`src/rtl/block_pkg.sv`:
```
// Shared constants, FSM state type and the ball/block overlap test for the
// falling-block spawner.
package block_pkg;

  localparam int          NUM_BLOCKS = 5;
  localparam int          SCREEN_H   = 480;
  localparam logic [15:0] LFSR_TAPS  = 16'hB400;

  typedef enum logic [1:0] {IDLE, UPDATE, SPAWN} state_e;

  // One axis: ball span [bp-bs, bp+bs] against block span [p, p+s].
  // Rearranged so that no term is ever subtracted.
  function automatic logic axis_hit(input logic [9:0] p, s, bp, bs);
    logic [10:0] ball_hi;
    logic [10:0] blk_hi;
    ball_hi = {1'b0, bp} + {1'b0, bs};
    blk_hi  = {1'b0, p} + {1'b0, s} + {1'b0, bs};
    return (ball_hi >= {1'b0, p}) && ({1'b0, bp} <= blk_hi);
  endfunction

  function automatic logic collide(input logic [9:0] x, y, s, bx, by, bs);
    return axis_hit(x, s, bx, bs) && axis_hit(y, s, by, bs);
  endfunction

endpackage

```
`src/rtl/block_spawner_lfsr16.sv`:
```
// 16-bit Galois LFSR (right shift) that steps only when asked to.
module lfsr16
  import block_pkg::*;
#(
  parameter logic [15:0] SEED = 16'hACE1
) (
  input  logic        Clk,
  input  logic        Reset_n,
  input  logic        advance,
  output logic [15:0] q
);

  logic [15:0] lfsr_q;

  always_ff @(posedge Clk or negedge Reset_n) begin
    if (!Reset_n)     lfsr_q <= SEED;
    else if (advance) lfsr_q <= {1'b0, lfsr_q[15:1]} ^ (lfsr_q[0] ? LFSR_TAPS : 16'h0000);
  end

  assign q = lfsr_q;

endmodule

```
`src/rtl/block_spawner.sv`:
```
// Per-frame falling-block state: moves, retires, clears on ball hits and
// spawns blocks in a short burst after each synchronised vsync edge.
module block_spawner
  import block_pkg::*;
#(
  parameter int          SPAWN_INTERVAL = 60,
  parameter int          FALL_STEP      = 1,
  parameter int          X_OFFSET       = 32,
  parameter int          MIN_SIZE       = 4,
  parameter logic [15:0] LFSR_SEED      = 16'hACE1
) (
  input  logic       Clk,
  input  logic       Reset_n,
  input  logic       frame_clk,
  input  logic [9:0] BallX       [0:1],
  input  logic [9:0] BallY       [0:1],
  input  logic [9:0] Ball_size   [0:1],
  output logic [9:0] BlockX      [0:NUM_BLOCKS-1],
  output logic [9:0] BlockY      [0:NUM_BLOCKS-1],
  output logic [9:0] Block_size  [0:NUM_BLOCKS-1],
  output logic       block_ready [0:NUM_BLOCKS-1],
  output logic [7:0] hit_count,
  output logic       hit_pulse
);

  localparam int CNT_W = (SPAWN_INTERVAL > 1) ? $clog2(SPAWN_INTERVAL + 1) : 1;

  // [0],[1] synchroniser, [2] previous value for edge detection
  logic [2:0]       fsync_q;
  logic             frame_tick;
  state_e           state_q, state_d;
  logic [2:0]       idx_q, idx_d;
  logic [CNT_W-1:0] cnt_q, cnt_d;
  logic [9:0]       bx_q  [0:NUM_BLOCKS-1];
  logic [9:0]       bx_d  [0:NUM_BLOCKS-1];
  logic [9:0]       by_q  [0:NUM_BLOCKS-1];
  logic [9:0]       by_d  [0:NUM_BLOCKS-1];
  logic [9:0]       bs_q  [0:NUM_BLOCKS-1];
  logic [9:0]       bs_d  [0:NUM_BLOCKS-1];
  logic             rdy_q [0:NUM_BLOCKS-1];
  logic             rdy_d [0:NUM_BLOCKS-1];
  logic [7:0]       hc_q, hc_d;
  logic             hp_q, hp_d;
  logic [15:0]      lfsr;
  logic             lfsr_adv;
  logic [10:0]      ny;
  logic             hit;
  logic             free_found;
  logic [2:0]       free_idx;
  logic             unused_lfsr_hi;

  assign frame_tick     = fsync_q[1] & ~fsync_q[2];
  assign unused_lfsr_hi = ^lfsr[15:13];

  lfsr16 #(.SEED(LFSR_SEED)) u_lfsr (
    .Clk     (Clk),
    .Reset_n (Reset_n),
    .advance (lfsr_adv),
    .q       (lfsr)
  );

  always_comb begin
    state_d    = state_q;
    idx_d      = idx_q;
    cnt_d      = cnt_q;
    bx_d       = bx_q;
    by_d       = by_q;
    bs_d       = bs_q;
    rdy_d      = rdy_q;
    hc_d       = hc_q;
    hp_d       = 1'b0;
    lfsr_adv   = 1'b0;
    ny         = '0;
    hit        = 1'b0;
    free_found = 1'b0;
    free_idx   = '0;
    case (state_q)
      IDLE: begin
        if (frame_tick) begin
          state_d = UPDATE;
          idx_d   = '0;
        end
      end
      UPDATE: begin
        if (rdy_q[idx_q]) begin
          ny = {1'b0, by_q[idx_q]} + 11'(FALL_STEP);
          for (int b = 0; b < 2; b++)
            hit = hit | collide(bx_q[idx_q], ny[9:0], bs_q[idx_q],
                                BallX[b], BallY[b], Ball_size[b]);
          // Retire wins over hit: a block leaving the screen never scores.
          if (ny >= 11'(SCREEN_H)) begin
            rdy_d[idx_q] = 1'b0;
            by_d[idx_q]  = '0;
          end else begin
            by_d[idx_q] = ny[9:0];
            if (hit) begin
              rdy_d[idx_q] = 1'b0;
              hp_d         = 1'b1;
              if (hc_q != 8'hFF) hc_d = hc_q + 8'd1;
            end
          end
        end
        if (idx_q == 3'(NUM_BLOCKS - 1)) state_d = SPAWN;
        else                             idx_d   = idx_q + 3'd1;
      end
      SPAWN: begin
        state_d = IDLE;
        if (cnt_q == CNT_W'(SPAWN_INTERVAL - 1)) begin
          cnt_d = '0;
          // Descending scan so the lowest free index is the one kept.
          for (int i = NUM_BLOCKS - 1; i >= 0; i--) begin
            if (!rdy_q[i]) begin
              free_found = 1'b1;
              free_idx   = 3'(i);
            end
          end
          if (free_found) begin
            bx_d[free_idx]  = 10'(X_OFFSET) + {1'b0, lfsr[8:0]};
            by_d[free_idx]  = '0;
            bs_d[free_idx]  = 10'(MIN_SIZE) + {6'b0, lfsr[12:9]};
            rdy_d[free_idx] = 1'b1;
            lfsr_adv        = 1'b1;
          end
        end else begin
          cnt_d = cnt_q + 1'b1;
        end
      end
      default: state_d = IDLE;
    endcase
  end

  always_ff @(posedge Clk or negedge Reset_n) begin
    if (!Reset_n) begin
      fsync_q <= '0;
      state_q <= IDLE;
      idx_q   <= '0;
      cnt_q   <= '0;
      bx_q    <= '{default: '0};
      by_q    <= '{default: '0};
      bs_q    <= '{default: '0};
      rdy_q   <= '{default: 1'b0};
      hc_q    <= '0;
      hp_q    <= 1'b0;
    end else begin
      fsync_q <= {fsync_q[1:0], frame_clk};
      state_q <= state_d;
      idx_q   <= idx_d;
      cnt_q   <= cnt_d;
      bx_q    <= bx_d;
      by_q    <= by_d;
      bs_q    <= bs_d;
      rdy_q   <= rdy_d;
      hc_q    <= hc_d;
      hp_q    <= hp_d;
    end
  end

  assign BlockX      = bx_q;
  assign BlockY      = by_q;
  assign Block_size  = bs_q;
  assign block_ready = rdy_q;
  assign hit_count   = hc_q;
  assign hit_pulse   = hp_q;

endmodule

```
`config.mk`:
```
export PLATFORM = sky130hd
export DESIGN_NAME = block_spawner
export DESIGN_NICKNAME = d
export VERILOG_FILES = /design/src/rtl/block_pkg.sv /design/src/rtl/block_spawner_lfsr16.sv /design/src/rtl/block_spawner.sv
export SDC_FILE = /design/constraint.sdc
export NUM_CORES = 1
export LEC_CHECK = 0
export CAP_MARGIN = 20
export CORE_MARGIN = 4
export CORE_UTILIZATION = 25
export CTS_CLUSTER_DIAMETER = 200
export CTS_CLUSTER_SIZE = 28
export DETAILED_ROUTE_END_ITERATION = 10
export DONT_BUFFER_PORTS = 1
export PLACE_DENSITY_LB_ADDON = 0.15
export SKIP_CTS_REPAIR_TIMING = 1
export SLEW_MARGIN = 20
export SYNTH_ARGS = -nofsm -noshare
export SYNTH_HDL_FRONTEND = slang
export SYNTH_SLANG_ARGS = --single-unit
```
`constraint.sdc`:
```
create_clock -name Clk -period 8.2 [get_ports Clk]
set_clock_uncertainty 0.2 [all_clocks]
set_input_delay 0.41 -clock Clk [delete_from_list [all_inputs] [get_ports Clk]]
set_output_delay 0.41 -clock Clk [all_outputs]
set_load 0.01 [all_outputs]
```
### Word level (Yosys, flattened, before mapping)

Cells that the tools add are included.

* register bits: 194
* bits in latches: 0
* RAM bits: 0
* ROM bits: 0
* input port bits: 63
* output and inout bits: 164
* logic and storage cells: 162
* memories kept: 0

* add/subtract/negate cells: 16
* multiply operators: 0
* divide/modulo/power cells: 0
* magnitude comparators: 13
* equal/unequal tests: 12
* shifts and indexed selects: 0
* muxes and demuxes: 63
* bitwise operators: 14
* reductions and logical operators: 17

Operator list (count)
* two-way mux 50 bit: 4
* bitwise mux 50 bit: 3
* AND 50 bit: 2
* NOT 50 bit: 2
* one-hot mux 50 bit (2 select lines): 1
* binary-select mux 10 bit (select 3 bit): 3
* two-way mux 10 bit: 8
* adder 10 x 10 -> 11 bit: 6
* demux 10 bit (select 3 bit): 2
* adder 11 x 10 -> 11 bit: 4
* >= comparator 11 x 10 -> 1 bit: 4
* <= comparator 10 x 11 -> 1 bit: 4
* two-way mux 3 bit: 9
* two-way mux 5 bit: 5
* two-way mux 1 bit: 18
* two-way mux 16 bit: 1
* XOR 15 x 16 -> 16 bit: 1
* inequality test 2 bit, second input constant: 6
* adder 10 x 1 -> 11 bit, second input constant: 1
* >= comparator 11 x 9 -> 1 bit, second input constant: 1
* adder 6 x 9 -> 10 bit, first input constant: 1
* one-hot mux 5 bit (2 select lines): 1
* AND reduction 5 bit: 2
* adder 8 x 1 -> 8 bit, second input constant: 1
* 30 further kinds: 45

### Logic depth before layout (Yosys ltp)

* depth after elaboration: 17
* gate-level depth with buffers: 33
* gate-level depth less buffers: 30

### By module

From an unflattened synthesis, not the netlist that was laid out.

* cells, all modules: 1536
* area, all modules: 13495.4 sq um

Modules (own cells, without submodules)
* block_spawner: times used 1, cells an instance 1496, area each 12839.8 sq um, seq. area each 3828.7 sq um
* lfsr16: times used 1, cells an instance 40, area each 655.6 sq um, seq. area each 410.4 sq um

### Worst setup path after synthesis

No wires, ideal clock.

* kind: reg-to-reg
* start: reg idx_q[2]
* end: reg hc_q[1], in the netlist hit_count[1]
* library setup time: 0.128 ns
* data arrival time: 6.256 ns
* required time: 7.872 ns
* slack: 1.617 ns
* cell stages (with the launch flop): 32
* buffers on the path: 4
* period minus slack after synthesis: 6.583 ns
* cells stage by stage: dfrtp_1 buf_2 buf_2 buf_1 buf_1 mux2i_1 o21ai_0 a221o_1 ha_1 inv_1 fa_1 inv_1 a21oi_1 a211o_1 o211ai_1 and2_1 xnor2_1 ha_1 a21oi_1 o21ai_0 a21o_1 a21oi_1 xor2_1 ha_1 a211oi_1 a211o_1 a31oi_1 or3b_2 mux2i_1 o32ai_4 nand2_2 mux2_1

* word-level cells in the longest chain between the ends: 12
* elaborated cells between the ends (all ways): 38
* those cells by class: add/sub: 7; order compare: 9; mux: 12; bitwise: 3; reduce/logical: 7

Ends and longest elaborated chain
* start, declared: line block_spawner.sv:32 `logic [2:0] idx_q, idx_d;`
* start signal, assigned: line block_spawner.sv:147 `idx_q <= idx_d;`
* NOT 3 -> 4 bit (implied by the code) (*): line block_spawner.sv:85, block_spawner.sv:86, block_spawner.sv:88
* binary-select mux 10 bit (select 3 bit): line block_spawner.sv:86 `ny = {1'b0, by_q[idx_q]} + 11'(FALL_STEP);`
* two-way mux 10 bit (implied by the code) (2 in a row): line block_spawner.sv:86
* adder 10 x 1 -> 11 bit: line block_spawner.sv:86
* adder 10 x 10 -> 11 bit: line block_pkg.sv:17 `blk_hi = {1'b0, p} + {1'b0, s} + {1'b0, bs};`
* adder 11 x 10 -> 11 bit: line block_pkg.sv:17
* <= comparator 10 x 11 -> 1 bit: line block_pkg.sv:18 `return (ball_hi >= {1'b0, p}) && ({1'b0, bp} <= blk_hi);`
* logical AND 1 bit: line block_pkg.sv:18
* logical AND 1 bit: line block_pkg.sv:22 `return axis_hit(x, s, bx, bs) && axis_hit(y, s, by, bs);`
* OR 1 bit: line block_spawner.sv:88 `hit = hit | collide(bx_q[idx_q], ny[9:0], bs_q[idx_q],`
* AND reduction 5 bit (no line) (*)
* end signal, assigned: line block_spawner.sv:142 `hc_q <= '0;`
* end signal, assigned: line block_spawner.sv:153 `hc_q <= hc_d;`
* end, declared: line block_spawner.sv:42 `logic [7:0] hc_q, hc_d;`

Mark *: on every way between the ends. The rest lies on a longest branch, timed or not. The select of a mux whose other input is x is not followed.
A chain may end at the register's enable or synchronous reset.

### Final worst setup path

* start: reg idx_q[2]
* end: reg rdy_q (netlist bit block_ready[4])

* word-level cells in the longest chain between the ends: 13
* elaborated cells between the ends (all ways): 50
* those cells by class: add/sub: 7; order compare: 11; eq/ne: 2; mux: 18; bitwise: 4; reduce/logical: 8

Ends and longest elaborated chain
* NOT 3 -> 4 bit (implied by the code) (*)
* binary-select mux 10 bit (select 3 bit): line block_spawner.sv:86
* two-way mux 10 bit (implied by the code) (2 in a row): line block_spawner.sv:86
* adder 10 x 1 -> 11 bit: line block_spawner.sv:86
* adder 10 x 10 -> 11 bit: line block_pkg.sv:17
* adder 11 x 10 -> 11 bit: line block_pkg.sv:17
* <= comparator 10 x 11 -> 1 bit: line block_pkg.sv:18
* logical AND 1 bit: line block_pkg.sv:18
* logical AND 1 bit: line block_pkg.sv:22
* OR 1 bit: line block_spawner.sv:88
* inequality test 3 bit (no line)
* AND reduction 5 bit (no line)
* end signal, assigned: line block_spawner.sv:152 `rdy_q <= rdy_d;`
* end, declared: line block_spawner.sv:40 `logic rdy_q [0:NUM_BLOCKS-1];`

Marks and branches as above.

==> impl_metrics.tcl <==
set metrics [dict create \
    worstMarginPinSlew_ns 1.12 \
    hold_path.class "flip-flop to flip-flop" \
    slew_headroom_pct 24.4 \
    htreeDepth 4 \
    fin_setup_tns_ns 0 \
    hpwlAfterDp_um 41500 \
    setup_slack_ns 0.702 \
    setup_viol 0 \
    std_cell_rows 84 \
    swShare_pct 44.6 \
    cp-end-kind "flip-flop" \
    antenna_left 0 \
    final_nets 1767 \
    num_vias 11100 \
    synth_edf_count 0 \
    clkPwrFrac_pct 22.7 \
    power_mw 4.19 \
    synth_cells 1523 \
    hold_viol 0 \
    holdWs_ns 0.172 \
    seq_power_share_pct 27.3 \
    outcome "finished clean" \
    synthTopCellsByArea "dfrtp_1 (30%), ha_1 (16%), nand2_1 (7.5%)" \
    synth_area_sq_mm 0.0135 \
    synthDistinctLibCells 84 \
    drt_iter0_drc 820 \
    max_freq_ghz 0.133 \
    cts_tree "built" \
    critPathSlowestCell "dfrtp_1" \
    crit_path_start_kind "flip-flop" \
    io_buffers 0 \
    synth_top_area_share_pct 29.9 \
    synthTopCellsByCount "nand2_1 (270), ha_1 (175), dfrtp_1 (161)" \
    crit_fanout 13 \
    yosys_warnings 0 \
    drive_gt1_share_pct 7.38 \
    fin_crit_sh_pct 91.4 \
    grt_max_degree 170 \
    path_clk_slew_ns 0.08 \
    wl_per_cell_um 23.3 \
    grt_usage_pct 17.7 \
    ios 227 \
    synth_seq_cells 169 \
    core_area_sq_mm 0.0530 \
    leakage_nw 7.02 \
    fp.dieH_um 240 \
    grt_pass1_wl_um 75700 \
    dieWidth_um 240 \
    route.detailed.drc 0 \
    place_ws_ns 0.732 \
    regArea_sq_mm 0.00424 \
    peakVddDrop_mv 0.154 \
    drt_first_pass_iters 5 \
    hp-start "fsync_q[0]$_DFF_PN0_" \
    p_switching_mw 1.87 \
    post_dp_cell_area_sq_mm 0.0142 \
    intPower_mw 2.32 \
    clk_root_buffer_cell "clkbuf_16" \
    design_area_sq_mm 0.0149 \
    p_comb_share_pct 50.0 \
    cp.arrival_ns 7.67 \
    slew_viol_final 0 \
    n_antenna_cell 0 \
    synth.largest_area_cell "dfrtp_1" \
    critPathKind "flip-flop to flip-flop" \
    nFillCells 5696 \
    syn2layout_area_growth_pct 10.9 \
    synth_ff_type "dfrtp_1" \
    r2r_start "idx_q[2]$_DFFE_PN0P_" \
    clkLatencyLatePin_ns 0.45 \
    initial_core_util_pct 25.4 \
    gp_congestion 0.829 \
    antenna_found_initial 0 \
    required_ns 8.38 \
    max_stage_delay_ns 0.62 \
    die_area_sq_mm 0.0576 \
    synth_seq_area_share_pct 31.5 \
    synthArstFlopShare_pct 100 \
    totalWireLength_um 51700 \
    synth_most_common_cell "nand2_1" \
    critPathLaunch "idx_q[2]$_DFFE_PN0P_" \
    multiInputGateArea_sq_mm 0.00866 \
    avgViaCountPerCell 4.98 \
    clk_path_buf_depth 2 \
    p_per_area_mw_per_mm2 280 \
    rsz0062_at_grt "false" \
    cts_sinks 169 \
    cts_made_buffers 17 \
    avgSynthCellArea_sq_um 8.84 \
    period_needed_ns 7.50 \
    grt_overflow 0 \
    maxCapViolCount 0 \
    first_global_vias 11200 \
]
state kept, by name, summed over array words and instances (netlist names):
signal / flops
idx_q: 3
BlockX: 50
u_lfsr.q: 16
hit_pulse: 1
fsync_q: 3
hit_count: 8
state_q: 2
cnt_q: 6
block_ready: 5
Block_size: 25
BlockY: 50
final cells by class:
| class | instances | share of cell area, % |
|---|---|---|
| Sequential cell | 169 | 28.4 |
| Inverter | 80 | 2.01 |
| Clock inverter | 13 | 1.58 |
| Clock buffer | 19 | 2.97 |
| Multi-Input combinational cell | 1229 | 58.0 |
| Timing Repair Buffer | 22 | 1.27 |
| Tap cell | 688 | 5.76 |
routing by layer:
| metal | routed length [um] | global-route usage, % |
|---|---|---|
| met1 | 22400 | 22.3 |
| met2 | 23900 | 28.9 |
| met3 | 4610 | 6.64 |
| met4 | 856 | 4.13 |
| met5 | 0 | 0 |
worst max-delay path: cells and delay by family (launching register included):
kind | cells | cell delay, ns
buffers and inverters | 2 | 0.27
AO/OA/AOI/OAI | 14 | 2.51
flip-flops | 1 | 0.62
AND/OR/NAND/NOR | 3 | 1.04
adder cells (fa/ha/maj) | 4 | 1.27
multiplexers | 2 | 0.64
XOR/XNOR | 3 | 0.86
per-stage QoR:
| step | instances | util [%] |
|---|---|---|
| final | 2220 | 28.2 |
| after CTS | 2217 | 28.1 |
| after floorplan | 1547 | - |
| after global placement | 2185 | 26.8 |
| after global routing | 2220 | 28.2 |
| after detailed placement | 2185 | 26.8 |
power by group through the flow:
stage	combinational, mW	sequential, mW	clock (mW)
2_1_floorplan	1.50	1.06	0
3_3_place_gp	2.03	1.17	0
3_5_place_dp	2.05	1.17	0
4_1_cts	2.06	1.15	0.972
5_1_grt	2.32	1.16	1.01
6_report	2.09	1.14	0.952
logic make-up (layout without fill, tap and decap cells):
group | count (synthesis) | in the layout | share of synthesized area (%)
adders and majority gates | 186 | 186 | 17.8
buffers and inverters | 149 | 134 | 5.05
muxes | 42 | 42 | 3.67
AOI/OAI and AO/OA | 412 | 412 | 19.5
xor gates and xnor gates | 99 | 99 | 6.44
other | 1 | 25 | 0.0278
and+or+nand+nor | 465 | 465 | 16.0
DFF | 169 | 169 | 31.5
cells in the final DEF, fill, tap and decap left out, drive strengths merged, types with 13 or more instances in the layout:
cell / count
o21a: 15
o21bai: 22
nand2b: 17
ha: 175
nand3: 19
dfrtp: 161
a22oi: 15
buf: 20
nor3: 19
nand2: 271
nand4: 16
inv: 83
mux2: 19
nor2b: 18
a21o: 48
conb: 25
mux2i: 19
xor2: 29
a21oi: 108
clkbuf: 19
a211oi: 13
o21ai: 114
xnor2: 70
nor2: 53
final timing paths:
kind / endpoint / slack, ns / cells after the start
max in group asynchronous: idx_q[0]$_DFFE_PN0P_ / 6.61 / 2
min reg2reg: fsync_q[1]$_DFF_PN0_ / 0.17 / 0
max: block_ready[4]$_DFFE_PN0P_ / 0.70 / 28
max reg2reg: block_ready[4]$_DFFE_PN0P_ / 0.70 / 28
min in group asynchronous: hit_count[7]$_DFFE_PN0P_ / 0.49 / 2
min: fsync_q[1]$_DFF_PN0_ / 0.17 / 0
Power figures use the tool's default switching activity.
